[src/rtl/wb2reg_pkg.sv]
// rtl/wb2reg_pkg.sv - shared types and helpers for the Wishbone-to-register-bus responder
package wb2reg_pkg;

  typedef enum logic [1:0] {
    IDLE = 2'd0,
    REQ  = 2'd1,
    RESP = 2'd2
  } state_t;

  localparam logic [31:0] ERR_RDATA_DEF = 32'hDEAD_BEEF;

  function automatic int cnt_width(input int tmo_cyc);
    return $clog2(tmo_cyc + 1);
  endfunction

endpackage

[src/rtl/wb2reg_resp.sv]
// rtl/wb2reg_resp.sv - Wishbone classic slave driving a reg_cs/reg_ack register bus
// Optional macro WB2REG_TIMEOUT_EN adds a hung-access timeout error.
module wb2reg_resp
  import wb2reg_pkg::*;
#(
  parameter int          AW        = 24,
  parameter int          TMO_CYC   = 255,
  parameter logic [31:0] ERR_RDATA = ERR_RDATA_DEF
) (
  input  logic          mclk,
  input  logic          reset,
  input  logic          wbs_cyc_i,
  input  logic          wbs_stb_i,
  input  logic [31:0]   wbs_adr_i,
  input  logic          wbs_we_i,
  input  logic [3:0]    wbs_sel_i,
  input  logic [31:0]   wbs_dat_i,
  output logic [31:0]   wbs_dat_o,
  output logic          wbs_ack_o,
  output logic          wbs_err_o,
  output logic          reg_cs,
  output logic          reg_wr,
  output logic [AW-1:0] reg_addr,
  output logic [3:0]    reg_be,
  output logic [31:0]   reg_wdata,
  input  logic [31:0]   reg_rdata,
  input  logic          reg_ack
);

  state_t          state, state_n;
  logic            err_flag, err_n;
  logic            cs_n, wr_n;
  logic [AW-1:0]   addr_n;
  logic [3:0]      be_n;
  logic [31:0]     wdata_n, dato_n;

`ifdef WB2REG_TIMEOUT_EN
  localparam int CW = cnt_width(TMO_CYC);
  logic [CW-1:0] cnt, cnt_n;
`endif

  // Terminations are decoded from state so they can never appear outside RESP.
  assign wbs_ack_o = (state == RESP) && !err_flag;
  assign wbs_err_o = (state == RESP) && err_flag;

  always_ff @(posedge mclk) begin
    if (reset) begin
      state     <= IDLE;
      err_flag  <= 1'b0;
      reg_cs    <= 1'b0;
      reg_wr    <= 1'b0;
      reg_addr  <= '0;
      reg_be    <= '0;
      reg_wdata <= '0;
      wbs_dat_o <= '0;
`ifdef WB2REG_TIMEOUT_EN
      cnt       <= '0;
`endif
    end else begin
      state     <= state_n;
      err_flag  <= err_n;
      reg_cs    <= cs_n;
      reg_wr    <= wr_n;
      reg_addr  <= addr_n;
      reg_be    <= be_n;
      reg_wdata <= wdata_n;
      wbs_dat_o <= dato_n;
`ifdef WB2REG_TIMEOUT_EN
      cnt       <= cnt_n;
`endif
    end
  end

  always_comb begin
    state_n = state;
    err_n   = err_flag;
    cs_n    = reg_cs;
    wr_n    = reg_wr;
    addr_n  = reg_addr;
    be_n    = reg_be;
    wdata_n = reg_wdata;
    dato_n  = wbs_dat_o;
`ifdef WB2REG_TIMEOUT_EN
    cnt_n   = cnt;
`endif
    case (state)
      IDLE: begin
        if (wbs_cyc_i && wbs_stb_i) begin
          wr_n    = wbs_we_i;
          addr_n  = wbs_adr_i[AW-1:0];
          be_n    = wbs_sel_i;
          wdata_n = wbs_dat_i;
          if (|wbs_adr_i[31:AW]) begin
            state_n = RESP;
            err_n   = 1'b1;
            cs_n    = 1'b0;
            if (!wbs_we_i) dato_n = ERR_RDATA;
          end else begin
            state_n = REQ;
            err_n   = 1'b0;
            cs_n    = 1'b1;
          end
        end
      end
      REQ: begin
        // Abort beats a same-cycle reg_ack; ack beats a same-cycle timeout.
        if (!wbs_cyc_i) begin
          state_n = IDLE;
          cs_n    = 1'b0;
`ifdef WB2REG_TIMEOUT_EN
          cnt_n   = '0;
`endif
        end else if (reg_ack) begin
          state_n = RESP;
          err_n   = 1'b0;
          cs_n    = 1'b0;
          if (!reg_wr) dato_n = reg_rdata;
        end
`ifdef WB2REG_TIMEOUT_EN
        else if (cnt == CW'(TMO_CYC - 1)) begin
          state_n = RESP;
          err_n   = 1'b1;
          cs_n    = 1'b0;
          if (!reg_wr) dato_n = ERR_RDATA;
        end else begin
          cnt_n = cnt + CW'(1);
        end
`endif
      end
      RESP: begin
        state_n = IDLE;
`ifdef WB2REG_TIMEOUT_EN
        cnt_n   = '0;
`endif
      end
      default: state_n = IDLE;
    endcase
  end

endmodule

[config.mk]
export PLATFORM = sky130hd
export DESIGN_NAME = wb2reg_resp
export DESIGN_NICKNAME = d
export VERILOG_FILES = /design/src/rtl/wb2reg_pkg.sv /design/src/rtl/wb2reg_resp.sv
export SDC_FILE = /design/constraint.sdc
export NUM_CORES = 1
export LEC_CHECK = 0
export BUFFER_PORTS_ARGS = -buffer_cell sky130_fd_sc_hd__buf_2
export CAP_MARGIN = 20
export CORE_MARGIN = 5
export CORE_UTILIZATION = 39
export DETAILED_ROUTE_END_ITERATION = 16
export GPL_ROUTABILITY_DRIVEN = 0
export PLACE_DENSITY = 0.78
export SKIP_LAST_GASP = 1
export SYNTH_ARGS = -nofsm -noshare
export SYNTH_HDL_FRONTEND = slang
export SYNTH_SLANG_ARGS = --single-unit
export TNS_END_PERCENT = 5
[constraint.sdc]
create_clock -name mclk -period 1.8 [get_ports mclk]
set_clock_uncertainty 0.05 [all_clocks]
set_input_delay 0.54 -clock mclk [delete_from_list [all_inputs] [get_ports mclk]]
set_output_delay 0.54 -clock mclk [all_outputs]
set_load 0.05 [all_outputs]
==> summary.md <==
| Metric | Value |
|---|---|
| DP Area | `0.00458 mm2` |
| Leading cell types in the layout, fill and taps excluded | `buf_2 (199), nand2_1 (125), dfxtp_1 (95)` |
| Sink Count | `97` |
| CORE AREA | `0.00864 mm2` |
| Die Span Y | `104 um` |
| First-pass GRT wire length | `16.2 mm` |
| Min-Delay Startpoint | `reg_rdata[22]` |
| Die area | `0.0107 mm2` |
| Layout fillers | `801` |
| DRT antenna net count | `0` |
| Power share of the clock group | `35.3%` |
| Setup crit start | `state[0]` |
| Critical Path End Type | `output pin` |
| Setup TNS | `0 ns` |
| Min cycle time layout | `1.77 ns` |
| Largest net degree at the start of global routing | `43` |
| Fmax | `564 MHz` |
| TritonCTS buffer count | `9` |
| Hold Path Class | `in -> reg` |
| Worst-Margin Slew | `0.504 ns` |
| Ys Warns | `0` |
| Internal Power | `3.40 mW` |
| Lkg Pwr | `2.29 nW` |
| Maxcap violations | `0` |
| Syn Inst Count | `373` |
| Cts hold-fix bufs | `0` |
| Final worst path period share | `98.5%` |
| Starting Density | `39.6%` |
| Worst-case clock buffer depth | `2` |
| Comb pwr share | `16.5%` |
| Worst-path fanout max | `9` |
| Initial antenna violation count | `0` |
| TritonRoute pass-1 iters | `4` |
| Htree depth | `3` |
| Setup crit start kind | `flop` |
| DRT iter0 DRCs | `134` |
| DP HPWL | `7.57 mm` |
| Worst-path clk slew | `0.09 ns` |
| Register area share after synthesis | `56.8%` |
| Global-route usage over all layers | `17.8%` |
| Crit Reg-Reg Startpoint | `state[0]` |
| Antenna diodes | `0` |
| Mean Syn Cell Area | `9.16 um2` |
| Hold Vio Cnt, Final | `0` |
| Fin area | `0.00484 mm2` |
| Mapped Nets | `479` |
| Grt ovf | `0` |
| Reg area | `0.00195 mm2` |
| Slew Viols, Final | `0` |
| Max IR drop VDD | `0.000507 V` |
| Share of cells above drive strength 1 | `43.2%` |
| Post-CTS setup buffer count | `0` |
| # DRC | `0` |
| I/O pin cnt | `202` |
| I/O Buffers | `201` |
| Die width | `104 um` |
| RSZ-0062 raised after global routing | `yes` |
| Num rows | `34` |
| Final setup fails | `0` |
| P per Cell Area | `979 mW/mm2` |
| Outcome | `complete, no violations` |
| Slew margin rel. | `66.4%` |
| Routed WL per cell | `14.6 um` |
| Routed WL | `10.0 mm` |
| Root Buffer Master | `clkbuf_8` |
| Vias per cell | `4.93` |
| Tot Pwr | `4.74 mW` |
| Setup WS pre-CTS | `-0.290 ns` |
| CP Data Required Time | `1.21 ns` |
| Worst EP arrival | `1.18 ns` |
| Worst setup path category | `reg -> out` |
| Sw frac | `28.3%` |
| Synthesized flop and latch total | `97` |
| Worst setup margin | `0.0269 ns` |
| Final #Nets | `679` |
| Mapped cell area | `0.00342 mm2` |
| Via Count | `3,376` |
| Area grow syn2layout | `41.7%` |
| Clock latency on the worst-skew pair | `0.35 ns` |
| Sequential power share | `48.2%` |
| Net Sw Power | `1.34 mW` |
| Area occupied by multi-input gates | `0.00136 mm2` |
| Synth cell types | `33` |
| Commonest non-fill, non-tap cell in the layout | `buf_2` |
| Number of global-route vias before repair | `3,359` |
| CTS tree | `done` |
[timing repair]
action	CTS	global route
cloned	0	1
setup endpoints to repair	2	19
pin swaps	0	1
resized for setup	3	2
[cell families (layout without fill, tap and decap cells)]
logic type / after synthesis / count (layout) / share of synthesized area [%]
AO/OA/AOI/OAI: 103 / 104 / 21.3
buffers and inverters: 30 / 233 / 3.92
AND/OR/NAND/NOR: 143 / 143 / 18.0
flip-flops: 97 / 97 / 56.8
[per-layer routing]
layer,track usage (%),wire [um],vias to the layer above
li1,-,-,1683
met1,21.0,4190,1545
met2,29.0,4710,135
met3,7.52,985,13
met4,5.90,144,0
met5,0,0,-
[cell type report]
cell class / count / share of cell area [%]
Timing Repair Buffer: 216 / 23.7
Multi-Input combinational cell: 247 / 28.2
Sequential cell: 97 / 40.2
Inverter: 2 / 0.155
Clock buffer: 9 / 2.56
Tap cell: 108 / 2.79
Clock inverter: 6 / 2.40
[final timing paths]
kind	to	slack [ns]	cells past startpoint
max reg2reg	wbs_dat_o[19]	0.16	4
min reg2reg	reg_addr[1]	0.41	2
min	wbs_dat_o[22]	0.35	2
max	wbs_err_o	0.03	2
[metrics by stage]
stage                     utilization, %  std cells  hold slack, ns
final                               56.1        685           0.350
after global routing                56.1        685           0.334
after CTS                           55.9        684           0.330
after detailed placement            53.1        669           0.393
after global placement              53.1        669           0.389
after floorplan                        -        373           0.438
[power by group through the flow]
stage | Clock [mW] | Sequential (mW) | Combinational, mW
floorplan | 0 | 2.65 | 0.197
global placement | 0 | 2.33 | 0.771
detailed placement | 0 | 2.34 | 0.783
CTS | 1.72 | 2.29 | 0.785
global route | 1.81 | 2.30 | 0.834
finish | 1.67 | 2.29 | 0.781
[Yosys cell counts]
library cell / n / area [um2]
a2111oi_0: 1 / 8.76
a21oi_1: 65 / 325
a22o_1: 8 / 70.1
a22o_2: 1 / 10.0
and2_1: 1 / 6.26
and3_1: 1 / 6.26
and3b_1: 1 / 8.76
and4bb_2: 1 / 12.5
buf_2: 2 / 10.0
buf_4: 1 / 7.51
buf_6: 2 / 22.5
clkbuf_1: 23 / 86.3
clkinv_1: 1 / 3.75
dfxtp_1: 97 / 1940
inv_1: 1 / 3.75
nand2_1: 125 / 469
nand3b_1: 1 / 7.51
nand3b_4: 1 / 20.0
nand4b_1: 1 / 8.76
nor2_1: 1 / 3.75
nor2_2: 1 / 6.26
nor2b_1: 1 / 6.26
nor3_1: 2 / 10.0
nor3b_1: 1 / 7.51
o21ai_0: 1 / 5.00
o21ai_4: 2 / 32.5
o221a_1: 20 / 225
o221a_2: 4 / 45.0
o22ai_1: 1 / 6.26
or2_1: 1 / 6.26
or2_2: 1 / 6.26
or3_1: 1 / 6.26
or4_4: 2 / 22.5
[worst max-delay path: stages, from the launching register on]
cell	delay, ns
dfxtp_2	0.42
and3b_1	0.20
clkbuf_4	0.21
[state kept, by name (all words and copies together) (netlist names)]
register and cells:
reg_be 4, reg_addr 24, state 2, reg_wr 1, reg_cs 1, err_flag 1
wbs_dat_o 32, reg_wdata 32
Note: power is estimated with default switching activity, not from simulation.
